`config.mk`:
```
export PLATFORM = sky130hd
export DESIGN_NAME = mac_pe
export DESIGN_NICKNAME = d
export VERILOG_FILES = /design/src/rtl/mac_pe.sv
export SDC_FILE = /design/constraint.sdc
export NUM_CORES = 1
export LEC_CHECK = 0
export ABC_AREA = 1
export CORE_MARGIN = 2
export CORE_UTILIZATION = 62
export DETAILED_ROUTE_END_ITERATION = 8
export GPL_ROUTABILITY_DRIVEN = 0
export PLACE_DENSITY = 0.81
export SLEW_MARGIN = 40
export SYNTH_ARGS = -nofsm -noshare
export SYNTH_HDL_FRONTEND = slang
export SYNTH_SLANG_ARGS = --single-unit
```
`constraint.sdc`:
```
create_clock -name clk -period 10.5 [get_ports clk]
set_input_delay 2.1 -clock clk [delete_from_list [all_inputs] [get_ports clk]]
set_output_delay 2.1 -clock clk [all_outputs]
set_load 0.02 [all_outputs]
```
`src/rtl/mac_pe.sv`:
```
// mac_pe: systolic multiply-accumulate processing element.
//
// Multiplies paired A/B operands and accumulates them into a running
// dot-product. A is forwarded right and B forwarded down through one register
// stage, so instances tile into an R x C array. A completed dot-product moves
// into a result register drained by a valid/ready handshake. This lets the
// next dot-product accumulate while the previous result waits.
//
// Parameters:
//   DATA_W   operand width
//   ACC_W    accumulator/result width (must be >= 2*DATA_W)
//   SIGNED   1 = two's-complement operands, 0 = unsigned
//   SATURATE 1 = clamp on overflow, 0 = wrap modulo 2^ACC_W
//
// Ports:
//   clk, rst                          clock, synchronous active-high reset
//   a_in/a_valid_in/a_last_in         A operand from the left neighbour
//   b_in/b_valid_in/b_last_in         B operand from the upper neighbour
//   a_out/a_valid_out/a_last_out      registered A forward to the right
//   b_out/b_valid_out/b_last_out      registered B forward downwards
//   c_out/c_valid/c_ready             completed result handshake
//   c_sat                             result overflowed (clamped or wrapped)
//   busy                              partial sum in progress
//   err                               sticky protocol/overrun error
module mac_pe #(
  parameter int DATA_W   = 16,
  parameter int ACC_W    = 40,
  parameter bit SIGNED   = 1'b1,
  parameter bit SATURATE = 1'b1
) (
  input  logic              clk,
  input  logic              rst,
  input  logic [DATA_W-1:0] a_in,
  input  logic              a_valid_in,
  input  logic              a_last_in,
  input  logic [DATA_W-1:0] b_in,
  input  logic              b_valid_in,
  input  logic              b_last_in,
  output logic [DATA_W-1:0] a_out,
  output logic              a_valid_out,
  output logic              a_last_out,
  output logic [DATA_W-1:0] b_out,
  output logic              b_valid_out,
  output logic              b_last_out,
  output logic [ACC_W-1:0]  c_out,
  output logic              c_valid,
  input  logic              c_ready,
  output logic              c_sat,
  output logic              busy,
  output logic              err
);

  if (ACC_W < 2 * DATA_W) begin : g_bad_acc_w
    $error("mac_pe: ACC_W must be at least 2*DATA_W");
  end

  localparam int PW = 2 * DATA_W;

  localparam logic [ACC_W-1:0] ACC_MAX =
    SIGNED ? {1'b0, {(ACC_W-1){1'b1}}} : {ACC_W{1'b1}};
  localparam logic [ACC_W-1:0] ACC_MIN =
    SIGNED ? {1'b1, {(ACC_W-1){1'b0}}} : {ACC_W{1'b0}};
  // Ones above the product width. These bits are filled to sign-extend a negative product.
  localparam logic [ACC_W-1:0] HIGH_MASK = ~ACC_W'({PW{1'b1}});

  typedef enum logic {ACC_IDLE, ACC_ACCUM} acc_state_t;
  typedef enum logic {OUT_EMPTY, OUT_FULL} out_state_t;

  acc_state_t acc_state, acc_next;
  out_state_t out_state, out_next;

  logic [ACC_W-1:0] acc;
  logic             acc_sat;

  logic [PW-1:0]    a_ext, b_ext, prod;
  logic [ACC_W-1:0] prod_ext, sum_raw, sum_final;
  logic             carry, pos_ovf, neg_ovf, sum_sat;

  logic pair, proto_err, accept, last_pair, overrun, load_result;

  // Handshake qualification. A pair counts only when both sides are valid
  // and agree on "last". A one-sided valid, or a disagreement on "last", is
  // a protocol error. The pair is then dropped without being accumulated.
  always_comb begin
    pair        = a_valid_in & b_valid_in;
    proto_err   = (a_valid_in ^ b_valid_in) | (pair & (a_last_in ^ b_last_in));
    accept      = pair & ~(a_last_in ^ b_last_in);
    last_pair   = accept & a_last_in;
    overrun     = last_pair & (out_state == OUT_FULL) & ~c_ready;
    load_result = last_pair & ~overrun;
  end

  // Multiply at full 2*DATA_W precision. Both operands are pre-extended to
  // 2*DATA_W, so the low half of the product is exact for either signedness.
  // The product is then extended to the accumulator width, and the
  // accumulator update is computed with overflow detection.
  always_comb begin
    a_ext = SIGNED ? {{DATA_W{a_in[DATA_W-1]}}, a_in} : {{DATA_W{1'b0}}, a_in};
    b_ext = SIGNED ? {{DATA_W{b_in[DATA_W-1]}}, b_in} : {{DATA_W{1'b0}}, b_in};
    prod  = a_ext * b_ext;

    prod_ext = ACC_W'(prod);
    if (SIGNED && prod[PW-1]) begin
      prod_ext = prod_ext | HIGH_MASK;
    end

    {carry, sum_raw} = {1'b0, acc} + {1'b0, prod_ext};

    if (SIGNED) begin
      pos_ovf = ~acc[ACC_W-1] & ~prod_ext[ACC_W-1] &  sum_raw[ACC_W-1];
      neg_ovf =  acc[ACC_W-1] &  prod_ext[ACC_W-1] & ~sum_raw[ACC_W-1];
    end else begin
      pos_ovf = carry;
      neg_ovf = 1'b0;
    end

    sum_final = sum_raw;
    if (SATURATE) begin
      if (pos_ovf) begin
        sum_final = ACC_MAX;
      end else if (neg_ovf) begin
        sum_final = ACC_MIN;
      end
    end
    sum_sat = acc_sat | pos_ovf | neg_ovf;
  end

  // Accumulator FSM. A last pair always returns to IDLE, including a
  // single-element dot-product that starts from IDLE.
  always_ff @(posedge clk) begin
    if (rst) begin
      acc_state <= ACC_IDLE;
    end else begin
      acc_state <= acc_next;
    end
  end

  always_comb begin
    acc_next = acc_state;
    if (accept) begin
      acc_next = last_pair ? ACC_IDLE : ACC_ACCUM;
    end
  end

  // The accumulator clears whenever a final sum leaves it. This includes an
  // overrun, where the final sum itself is discarded.
  always_ff @(posedge clk) begin
    if (rst) begin
      acc     <= '0;
      acc_sat <= 1'b0;
    end else if (accept) begin
      if (last_pair) begin
        acc     <= '0;
        acc_sat <= 1'b0;
      end else begin
        acc     <= sum_final;
        acc_sat <= sum_sat;
      end
    end
  end

  // Output FSM. A new result may load in the same cycle the old one drains.
  // The register then stays FULL with the new value.
  always_ff @(posedge clk) begin
    if (rst) begin
      out_state <= OUT_EMPTY;
    end else begin
      out_state <= out_next;
    end
  end

  always_comb begin
    out_next = out_state;
    if (load_result) begin
      out_next = OUT_FULL;
    end else if (out_state == OUT_FULL && c_ready) begin
      out_next = OUT_EMPTY;
    end
  end

  always_ff @(posedge clk) begin
    if (rst) begin
      c_out <= '0;
      c_sat <= 1'b0;
    end else if (load_result) begin
      c_out <= sum_final;
      c_sat <= sum_sat;
    end
  end

  always_ff @(posedge clk) begin
    if (rst) begin
      err <= 1'b0;
    end else if (proto_err || overrun) begin
      err <= 1'b1;
    end
  end

  // Systolic forwarding is unconditional. Neighbours see every input one
  // cycle later, whatever this element's state.
  always_ff @(posedge clk) begin
    if (rst) begin
      a_out       <= '0;
      a_valid_out <= 1'b0;
      a_last_out  <= 1'b0;
      b_out       <= '0;
      b_valid_out <= 1'b0;
      b_last_out  <= 1'b0;
    end else begin
      a_out       <= a_in;
      a_valid_out <= a_valid_in;
      a_last_out  <= a_last_in;
      b_out       <= b_in;
      b_valid_out <= b_valid_in;
      b_last_out  <= b_last_in;
    end
  end

  assign busy    = (acc_state == ACC_ACCUM);
  assign c_valid = (out_state == OUT_FULL);

endmodule

```
==> results of run 1 <==
## critical path, delay by kind of cell
family          cells  cell delay, ns
fa+ha+maj           8            3.55
xor+xnor            1            0.20
buf+inv             7            1.33
simple gates       12            1.66
compound gates      7            1.57
## sequential cells by signal (all words and copies together), names as in the netlist, 16 cells and up
register	count
a_out	16
acc	40
b_out	16
c_out	40
## worst max path at each step
stage	from	endpoint	slack [ns]	depth (start not counted)
2_1_floorplan	a_in[15]	c_out[39]	1.02	32
3_3_place_gp	a_in[7]	c_out[28]	0.13	37
3_5_place_dp	b_in[7]	c_out[22]	-0.09	32
4_1_cts	b_in[7]	c_out[22]	0.38	32
5_1_grt	b_in[1]	c_out[26]	-0.07	34
6_report	a_in[8]	acc[22]	0.42	35
## kinds of logic (layout without fill, tap and decap cells)
family                     after synthesis  count (layout)  share of synthesized area
AOI/OAI and AO/OA                      191             191                     0.0577
DFF                                    121             121                      0.135
buffers and inverters                  772             873                      0.165
adders and majority gates              388             388                      0.379
other                                    0               1                          0
and+or+nand+nor                       1067            1069                      0.235
xor gates and xnor gates                60              60                     0.0292
## cell type report
type / instances / area (um^2)
clock buffer: 18 / 429
sequential: 121 / 2420
multi-input combinational: 1708 / 12700
antenna: 1 / 2.50
timing repair buffer: 169 / 1570
tap: 384 / 480
fill: 2277 / 8340
inverter: 672 / 2520
clock inverter: 14 / 188
## Yosys cell counts
cell | count | share of area
nand3_2 | 4 | 0.0022
nand4_1 | 17 | 0.0059
o31ai_1 | 2 | 0.00083
inv_1 | 670 | 0.14
xnor2_1 | 24 | 0.012
buf_6 | 8 | 0.0050
o21a_1 | 1 | 0.00042
dfxtp_1 | 121 | 0.13
or2_2 | 2 | 0.00069
fa_1 | 263 | 0.29
nand2_1 | 755 | 0.16
o21ai_2 | 1 | 0.00049
buf_4 | 1 | 0.00042
buf_2 | 4 | 0.0011
a21oi_2 | 1 | 0.00049
o21bai_1 | 6 | 0.0025
o21ai_0 | 20 | 0.0056
a221oi_1 | 2 | 0.00097
nand3_1 | 42 | 0.012
a211oi_1 | 1 | 0.00042
o211ai_1 | 5 | 0.0021
a21boi_0 | 1 | 0.00042
nand2_2 | 12 | 0.0042
xor2_1 | 36 | 0.018
inv_2 | 2 | 0.00042
nor2_2 | 3 | 0.0010
clkbuf_1 | 87 | 0.018
a21o_1 | 8 | 0.0033
a21oi_1 | 101 | 0.028
o21ai_1 | 37 | 0.010
nand3b_1 | 3 | 0.0013
nand3_4 | 2 | 0.0019
nor2_1 | 216 | 0.045
ha_1 | 125 | 0.087
nor3_2 | 1 | 0.00056
a31oi_1 | 4 | 0.0014
nor3_1 | 10 | 0.0028
a21boi_1 | 1 | 0.00042
## per-layer routing
layer / vias to the layer above / global-route usage / wire length [um]
met3: 146 / 0.0510 / 3880
met1: 7735 / 0.410 / 19000
met2: 783 / 0.547 / 22800
met4: 0 / 0.140 / 1970
li1: 7679 / - / -
met5: - / 0 / 0
## per-stage QoR
stage                      util  instance area (um^2)  hold slack [ns]  setup WS (ns)  std cells
after floorplan               -                 18000            0.445           1.02       2599
after global placement    0.685                 19600            0.452          0.133       3052
after detailed placement  0.685                 19600            0.461        -0.0932       3052
after CTS                 0.707                 20200            0.471          0.377       3084
after global routing      0.709                 20300            0.479        -0.0725       3087
final                     0.709                 20300            0.470          0.420       3087
==> results.cfg, run 1 <==
[run_status]
run_status = complete, no violations

[sta]
worst_slew_pin_slew_ns = 0.766
slew_violations = 0
relSlewSlack = 0.488
setup_viol = 0
fin_setup_tns_ns = 0
hold_viol = 0
min_period_ns = 10.08
period_share = 0.960
final.setup_skew_ns = 0.0241
max_freq_ghz = 0.0992
rsz0062_at_grt = yes

[yosys]
yosysWarnings = 0
ys_seq_elements = 121
synthCells = 2599
synthDistinctLibCells = 38
avgSynthCellArea_um2 = 6.93
netlist_area_um2 = 18000
ys_seq_area_frac = 0.135
synth_nets = 3026

[detailed_routing]
final_antenna_net_count = 0
via_per_inst = 5.29
drt_wl_total_um = 47700
dr_total_vias = 16343
wl_per_cell_um = 15.4
drc = 0
drt_iter0_drc = 1329
dr.pass1.iters = 8

[floorplan]
core_um2 = 28600
die_x_um = 174
die_h_um = 174
io_pins = 119
start_util = 0.629
row_count = 62
dieArea_um2 = 30400

[worst_setup_path]
slowest_delay_ns = 0.90
cp.required_ns = 10.86
r2r_slack_ns = 7.20
crit_path_start_kind = input port
cp-end-kind = register
r2r-end = acc[28]
cp_common_cell = nand2_1
rr_startpoint = acc[0]
arrival_ns = 10.44
path_max_fanout = 20
worst_r2r_path_depth = 16
slowest_stage = clkdlybuf4s50_1
worstSetupPathType = input port to register

[clocking]
cts_setup_buffers = 0
htree_num_levels = 4
post_cts_resized = 0
clockBufferDepth = 2
numClockSinks = 121
cts_root_buf = clkbuf_16
cts_made_buffers = 17
cts_tree = done
clkTransAtPathRegs_ns = 0.06
worstSkewPairLatency_ns = 0.46
cts_hold_buf = 0

[global_routing]
first_global_vias = 16861
grt.overflow.total = 0
antenna_found_initial = 1
grt_max_degree = 67
grt_first_pass_wirelength_um = 79500
grt.total_usage = 0.323

[hold_path]
hp-start = c_sat
min_delay_path_depth = 2
holdPathEnd = c_sat
hold_class = register to register

[final_layout]
drive_gt1_frac = 0.0429
area_growth_pct = 12.6
finalNetCount = 3116
layout_commonest_cell = nand2_1
mostFrequentLayoutCells = 755 x nand2_1, 670 x inv_1, 263 x fa_1

[place]
io_buffers = 118
dp_hpwl_um = 38400

[run]
maxCapViolations = 0
Power of run 1 is not shown: default switching activity piles up to over one toggle a cycle in this logic, so the estimate is an artifact.
==> run 2: changes to the inputs <==
- SKIP_LAST_GASP: default -> 1
==> results of run 2 <==
Final layout, timing and power as in run 1 (identical DEF).
Power of run 2 is left out for the same reason.
